$ cat config.mk
export PLATFORM = sky130hd
export DESIGN_NAME = grf_scoreboard
export DESIGN_NICKNAME = d
export VERILOG_FILES = /design/src/rtl/grf_scoreboard_pkg.sv /design/src/rtl/grf_sb_cell.sv /design/src/rtl/grf_scoreboard.sv
export SDC_FILE = /design/constraint.sdc
export NUM_CORES = 1
export LEC_CHECK = 0
export CORE_UTILIZATION = 55
export CTS_CLUSTER_SIZE = 24
export DETAILED_ROUTE_END_ITERATION = 16
export GPL_TIMING_DRIVEN = 0
export MAX_ROUTING_LAYER = met4
export PLACE_DENSITY = 0.82
export SYNTH_ARGS = -nofsm -noshare
export SYNTH_HDL_FRONTEND = slang
export SYNTH_SLANG_ARGS = --single-unit
$ cat constraint.sdc
create_clock -name clk -period 7.35 [get_ports clk]
set_clock_uncertainty 0.15 [all_clocks]
set_input_delay 2.205 -clock clk [delete_from_list [all_inputs] [get_ports clk]]
set_output_delay 2.205 -clock clk [all_outputs]
set_load 0.005 [all_outputs]
$ cat src/rtl/grf_scoreboard_pkg.sv
// Shared definitions for the GRF pending-write scoreboard.
//   REG_AW        : register address width
//   ZERO_REG      : hard-wired zero register index
//   DEF_CNT_W     : default width of a per-register pending counter
//   cnt_max()     : largest count a counter of a given width may hold
//   stall_reason_e: encoding of why decode is held (not exported yet)
package grf_scoreboard_pkg;

    localparam int                REG_AW    = 5;
    localparam logic [REG_AW-1:0] ZERO_REG  = '0;
    localparam int                DEF_CNT_W = 2;
    localparam int                DEF_MAX   = (1 << DEF_CNT_W) - 1;

    typedef enum logic [1:0] {
        STALL_NONE = 2'd0,
        STALL_RS   = 2'd1,
        STALL_RT   = 2'd2,
        STALL_FULL = 2'd3
    } stall_reason_e;

    function automatic int cnt_max(input int w);
        return (1 << w) - 1;
    endfunction

endpackage

$ cat src/rtl/grf_sb_cell.sv
// One register's pending-write counter.
// Ports:
//   clk, reset (sync, active-low), flush (sync clear)
//   inc       : a write to this register was issued this cycle
//   rel       : writeback writes this register this cycle
//   busy      : an outstanding write remains after this cycle's release
//   full      : counter saturated and no release this cycle
//   rel_eff   : release that actually decrements (counter non-zero)
//   underflow : release with nothing reserved and no issue to cover it
module grf_sb_cell
    import grf_scoreboard_pkg::*;
#(
    parameter int CNT_W = DEF_CNT_W
) (
    input  logic clk,
    input  logic reset,
    input  logic flush,
    input  logic inc,
    input  logic rel,
    output logic busy,
    output logic full,
    output logic rel_eff,
    output logic underflow
);

    localparam logic [CNT_W-1:0] MAX = CNT_W'(cnt_max(CNT_W));
    localparam logic [CNT_W-1:0] ONE = CNT_W'(1);

    logic [CNT_W-1:0] cnt_q;
    logic [CNT_W-1:0] cnt_d;

    always_comb begin
        // The last outstanding write landing now is not a hazard: the GRF
        // is written at this edge and the dependent read happens later.
        busy      = (cnt_q != '0) && !((cnt_q == ONE) && rel);
        full      = (cnt_q == MAX) && !rel;
        rel_eff   = rel && (cnt_q != '0);
        underflow = rel && !inc && (cnt_q == '0);

        cnt_d = cnt_q;
        if (flush) begin
            cnt_d = '0;
        end else if (inc && !rel_eff && (cnt_q != MAX)) begin
            cnt_d = cnt_q + ONE;
        end else if (!inc && rel_eff) begin
            cnt_d = cnt_q - ONE;
        end
    end

    always_ff @(posedge clk) begin
        if (!reset) begin
            cnt_q <= '0;
        end else begin
            cnt_q <= cnt_d;
        end
    end

endmodule

$ cat src/rtl/grf_scoreboard.sv
// Tracks pending GRF writes: decode reserves a destination, writeback
// releases it, and the two read addresses are checked against pending
// writes to produce the decode stall.
// Ports:
//   clk, reset (sync, active-low), flush (sync clear of reservations)
//   rs_addr/rs_use, rt_addr/rt_use : decode read operands
//   issue_valid/issue_rd/issue_we  : decode issue request
//   wb_valid/wb_rd                 : GRF write port (WE/A3)
//   rs_busy/rt_busy                : operand has an outstanding write
//   stall/issue_fire               : decode hold / issue accepted
//   inflight                       : total outstanding reservations
//   err_underflow                  : sticky release-without-reservation flag
module grf_scoreboard
    import grf_scoreboard_pkg::*;
#(
    parameter int NREG  = 32,
    parameter int CNT_W = DEF_CNT_W,
    parameter int TOT_W = 7
) (
    input  logic              clk,
    input  logic              reset,
    input  logic              flush,
    input  logic [REG_AW-1:0] rs_addr,
    input  logic              rs_use,
    input  logic [REG_AW-1:0] rt_addr,
    input  logic              rt_use,
    input  logic              issue_valid,
    input  logic [REG_AW-1:0] issue_rd,
    input  logic              issue_we,
    input  logic              wb_valid,
    input  logic [REG_AW-1:0] wb_rd,
    output logic              rs_busy,
    output logic              rt_busy,
    output logic              stall,
    output logic              issue_fire,
    output logic [TOT_W-1:0]  inflight,
    output logic              err_underflow
);

    logic [NREG-1:0] busy_vec;
    logic [NREG-1:0] full_vec;
    logic [NREG-1:0] rel_eff_vec;
    logic [NREG-1:0] uflow_vec;
    logic [NREG-1:1] inc_vec;
    logic [NREG-1:1] rel_vec;

    logic             issue_inc;
    logic             rd_full;
    logic [TOT_W-1:0] inflight_q;
    logic [TOT_W-1:0] inflight_d;
    logic             err_q;
    logic             err_d;

    // Register 0 has no counter: it is never busy, full or released.
    assign busy_vec[0]    = 1'b0;
    assign full_vec[0]    = 1'b0;
    assign rel_eff_vec[0] = 1'b0;
    assign uflow_vec[0]   = 1'b0;

    generate
        for (genvar gi = 1; gi < NREG; gi++) begin : g_cell
            assign inc_vec[gi] = issue_inc && (issue_rd == REG_AW'(gi));
            assign rel_vec[gi] = wb_valid && (wb_rd == REG_AW'(gi));

            grf_sb_cell #(
                .CNT_W (CNT_W)
            ) u_cell (
                .clk       (clk),
                .reset     (reset),
                .flush     (flush),
                .inc       (inc_vec[gi]),
                .rel       (rel_vec[gi]),
                .busy      (busy_vec[gi]),
                .full      (full_vec[gi]),
                .rel_eff   (rel_eff_vec[gi]),
                .underflow (uflow_vec[gi])
            );
        end
    endgenerate

    always_comb begin
        rs_busy    = busy_vec[rs_addr];
        rt_busy    = busy_vec[rt_addr];
        rd_full    = issue_we && full_vec[issue_rd];
        stall      = issue_valid && ((rs_use && rs_busy) || (rt_use && rt_busy) || rd_full);
        issue_fire = issue_valid && !stall;
        issue_inc  = issue_fire && issue_we && (issue_rd != ZERO_REG);

        // At most one issue and one writeback per cycle, so the total moves
        // by at most one in each direction. A saturated register can only
        // take an issue when the same cycle releases it, which cancels out.
        inflight_d = inflight_q + TOT_W'(issue_inc) - TOT_W'(|rel_eff_vec);
        err_d      = err_q || (|uflow_vec);
        if (flush) begin
            inflight_d = '0;
            err_d      = err_q;
        end
    end

    always_ff @(posedge clk) begin
        if (!reset) begin
            inflight_q <= '0;
            err_q      <= 1'b0;
        end else begin
            inflight_q <= inflight_d;
            err_q      <= err_d;
        end
    end

    assign inflight      = inflight_q;
    assign err_underflow = err_q;

endmodule

==> out/qor.csv <==
stage,metric,value,unit
grt,first-pass GRT wire length,52.1,mm
timing,final max-slew violation count,0,
cells_and_area,"Area growth, synth to finish",20.7,%
clock_tree,CTS tree,built,
cells_and_area,ratio of cells with drive above 1 in the final layout,15.1,%
synth,synthesized area,8130,um2
cells_and_area,most frequent cells in the layout,"99 x ha_1, 95 x inv_1, 95 x nor2_1",
clock_tree,Clock Tree Root,clkbuf_16,
grt,largest net degree at the start of global routing,19,
timing,# setup viols final,0,
drt,vias per inst,7.18,
synth,Mapped Cells,1076,
placement,Port Buffers,36,
synth,top_reg_cell synth,dfxtp_1,
job,Max Cap Viol,0,
timing,Fin. Hold Viols,0,
critical_path,FF-to-FF Start,g_cell[11].u_cell.cnt_q[1]$_SDFFE_PP0P_,
clock_tree,Worst-path clk slew,60,ps
clock_tree,clock buffer count from CTS,9,
critical_path,Arrival @ worst endpoint,4990,ps
synth,Mapped Avg Cell Area,7.55,um2
drt,DR vias,9732,
floorplan,# rows,44,
grt,total gr overflow,0,
power_and_ir_drop,pwr/cell area,116,nW/um2
clock_tree,"Clk Latency, worst-skew pair",360,ps
hold_path,min-delay src,g_cell[7].u_cell.cnt_q[1]$_SDFFE_PP0P_,
placement,HPWL Detailed,27.2,mm
placement,placed cell count,1296,
synth,synthesis-stage register bit count,70,
outcome,status,"complete, no violations",
placement,routability cong.,1.16,
floorplan,initial core utilization,56.1,%
synth,Unique masters post-synth,75,
cells_and_area,Antenna diodes,0,
floorplan,core area,14500,um2
synth,synthesized net count,1204,
critical_path,element type at the critical path end,output pin,
critical_path,Crit Path Max Fanout,10,
clock_tree,Max Root-Sink Buffers,2,
timing,min Tclk post-route,7340,ps
drt,DR WL/cell,26.8,um
hold_path,Worst Hold Class,flop to flop,
synth,top post-synthesis cells by area,"dfxtp_1 17%, ha_1 15%, inv_1 4.5%",
synth,YS warnings,0,
timing,period utilisation layout,99.9,%
timing,relative slew slack,19.4,%
grt,total track usage,49.0,%
floorplan,die area,15300,um2
hold_path,WHS Endpoint,g_cell[7].u_cell.cnt_q[1]$_SDFFE_PP0P_,
timing,post-route setup TNS,0,ps
drt,Initial DRC Count,1439,
synth,number of flops mapped to enable cells by yosys,0,
floorplan,die width,124,um
cells_and_area,"most common cell after layout, fill and taps aside",ha_1,
timing,Worst-Margin Slew,1210,ps
critical_path,R2R Setup Slk,2440,ps
timing,FMAX,136,MHz
power_and_ir_drop,Max IR drop VDD,0.116,mV
drt,Pre-Repair DR Iteration Count,8,
critical_path,reg2reg end,inflight[6]$_SDFF_PP0_,
synth,sequential share of the synthesized area,17.2,%
clock_tree,clk sinks,70,
drt,DRC viols,0,
cells_and_area,Non-Filler Instances,1355,
synth,"area leader, netlist",dfxtp_1,
hold_path,hold path depth,2,
critical_path,CP Class,primary input to output pin,
synth,top cell type's share of synthesized area,17.2,%
power_and_ir_drop,Static Leakage,3.43,nW
floorplan,Vert. Die Dim,124,um
floorplan,I/O pins,40,
critical_path,Critical Path RT,4990,ps
cells_and_area,nets,1294,
grt,initial antenna violation count,0,
synth,Async SR Flop Fraction,0,%
clock_tree,H-tree depth,3,
drt,DRT Wirelength,36.3,mm
critical_path,Reg2Reg Depth,21,
critical_path,Worst setup SP type,primary input,
drt,DRT antenna net count,0,
grt,vias in the first global route,8708,
[routing by layer]
metal | track usage [%] | vias to the layer above | routed length (um)
met5 | - | - | 0
met4 | 30.6 | 0 | 2660
met3 | 14.3 | 220 | 4690
met2 | 69.9 | 762 | 14900
met1 | 60.0 | 4521 | 14100
li1 | - | 4229 | -
[metrics by stage]
stage	total power [mW]	cell area, um2	util, %	setup WS [ps]	hold WS [ps]
floorplan	0.497	8130	-	249	324
global placement	0.585	8720	60.2	-1850	346
detailed placement	0.584	8720	60.2	-1750	350
CTS	1.10	9450	65.3	-9.12	367
global route	1.14	9810	67.7	-8.74	380
finish	1.13	9810	67.7	8.34	369
[synth_stat cells (all sizes together) (4+ instances only)]
cell and instances:
ha 99, inv 97, nor2 97, dfxtp 70, nand2 60, nand3 54, o21ai 41, nor3 40
a21oi 39, nor4 36, clkbuf 35, a311oi 34, a211oi 30, xnor2 30, or3 24, mux2i 22
a31oi 21, buf 21, nand2b 21, a22oi 16, o31ai 16, a221oi 14, a311o 14, nor2b 14
nand4 13, a21boi 10, or4 10, a21o 8, o211ai 7, and3 6, or2 6, o22ai 5
a2bb2oi 4, and2 4, nand4b 4
[power by group]
| part | internal, mW | total (mW) | switching [mW] |
|---|---|---|---|
| combinational | 0.0862 | 0.246 | 0.160 |
| sequential | 0.381 | 0.383 | 0.00181 |
| clock | 0.306 | 0.505 | 0.199 |
| total | 0.774 | 1.13 | 0.361 |
[registers in the layout, indices dropped and copies added, names as in the netlist]
name,count
g_cell.u_cell.cnt_q,62
inflight,7
err_underflow,1
[final cells by class]
type	instances	area (um2)
tap	184	230
fill	1215	4670
multi-input combinational	853	6390
clock buffer	10	239
clock inverter	6	83.8
timing repair buffer	81	694
sequential	70	1400
inverter	97	372
buffer	54	392
[cells by family after synthesis]
logic type      count (synthesis)  share of synthesized area, %
compound gates                291                          26.0
xor+xnor                       32                          3.45
fa+ha+maj                     100                          15.5
buf+inv                       153                          7.62
flops                          70                          17.2
mux                            24                          3.13
simple gates                  406                          27.1
[how the worst max path moves through the flow]
stage                      startpoint  endpoint
after global placement       wb_rd[2]     stall
after CTS                    wb_rd[1]     stall
after global routing         wb_rd[3]     stall
after detailed placement  issue_rd[0]     stall
final                        wb_rd[2]     stall
after floorplan              wb_rd[3]     stall
[critical path, stage by stage]
cell and delay (ps):
clkdlybuf4s15_2 340, nor2b_1 240, clkbuf_1 460, nand2_1 140, nand3_1 210, a311o_1 220
a311o_1 320, o211ai_4 140, buf_12 150, or2_2 290, and2_1 140, buf_2 120
[what timing repair did]
action                                  in CTS  in global routing
pin swaps                                   14                 16
cloned                                       0                  0
gates resized for setup                    115                 51
endpoints found under the setup margin       7                  3
hold buffers                                 0                  0
buffers inserted                            20                 24
No activity file was read; power rests on OpenSTA's default activity.
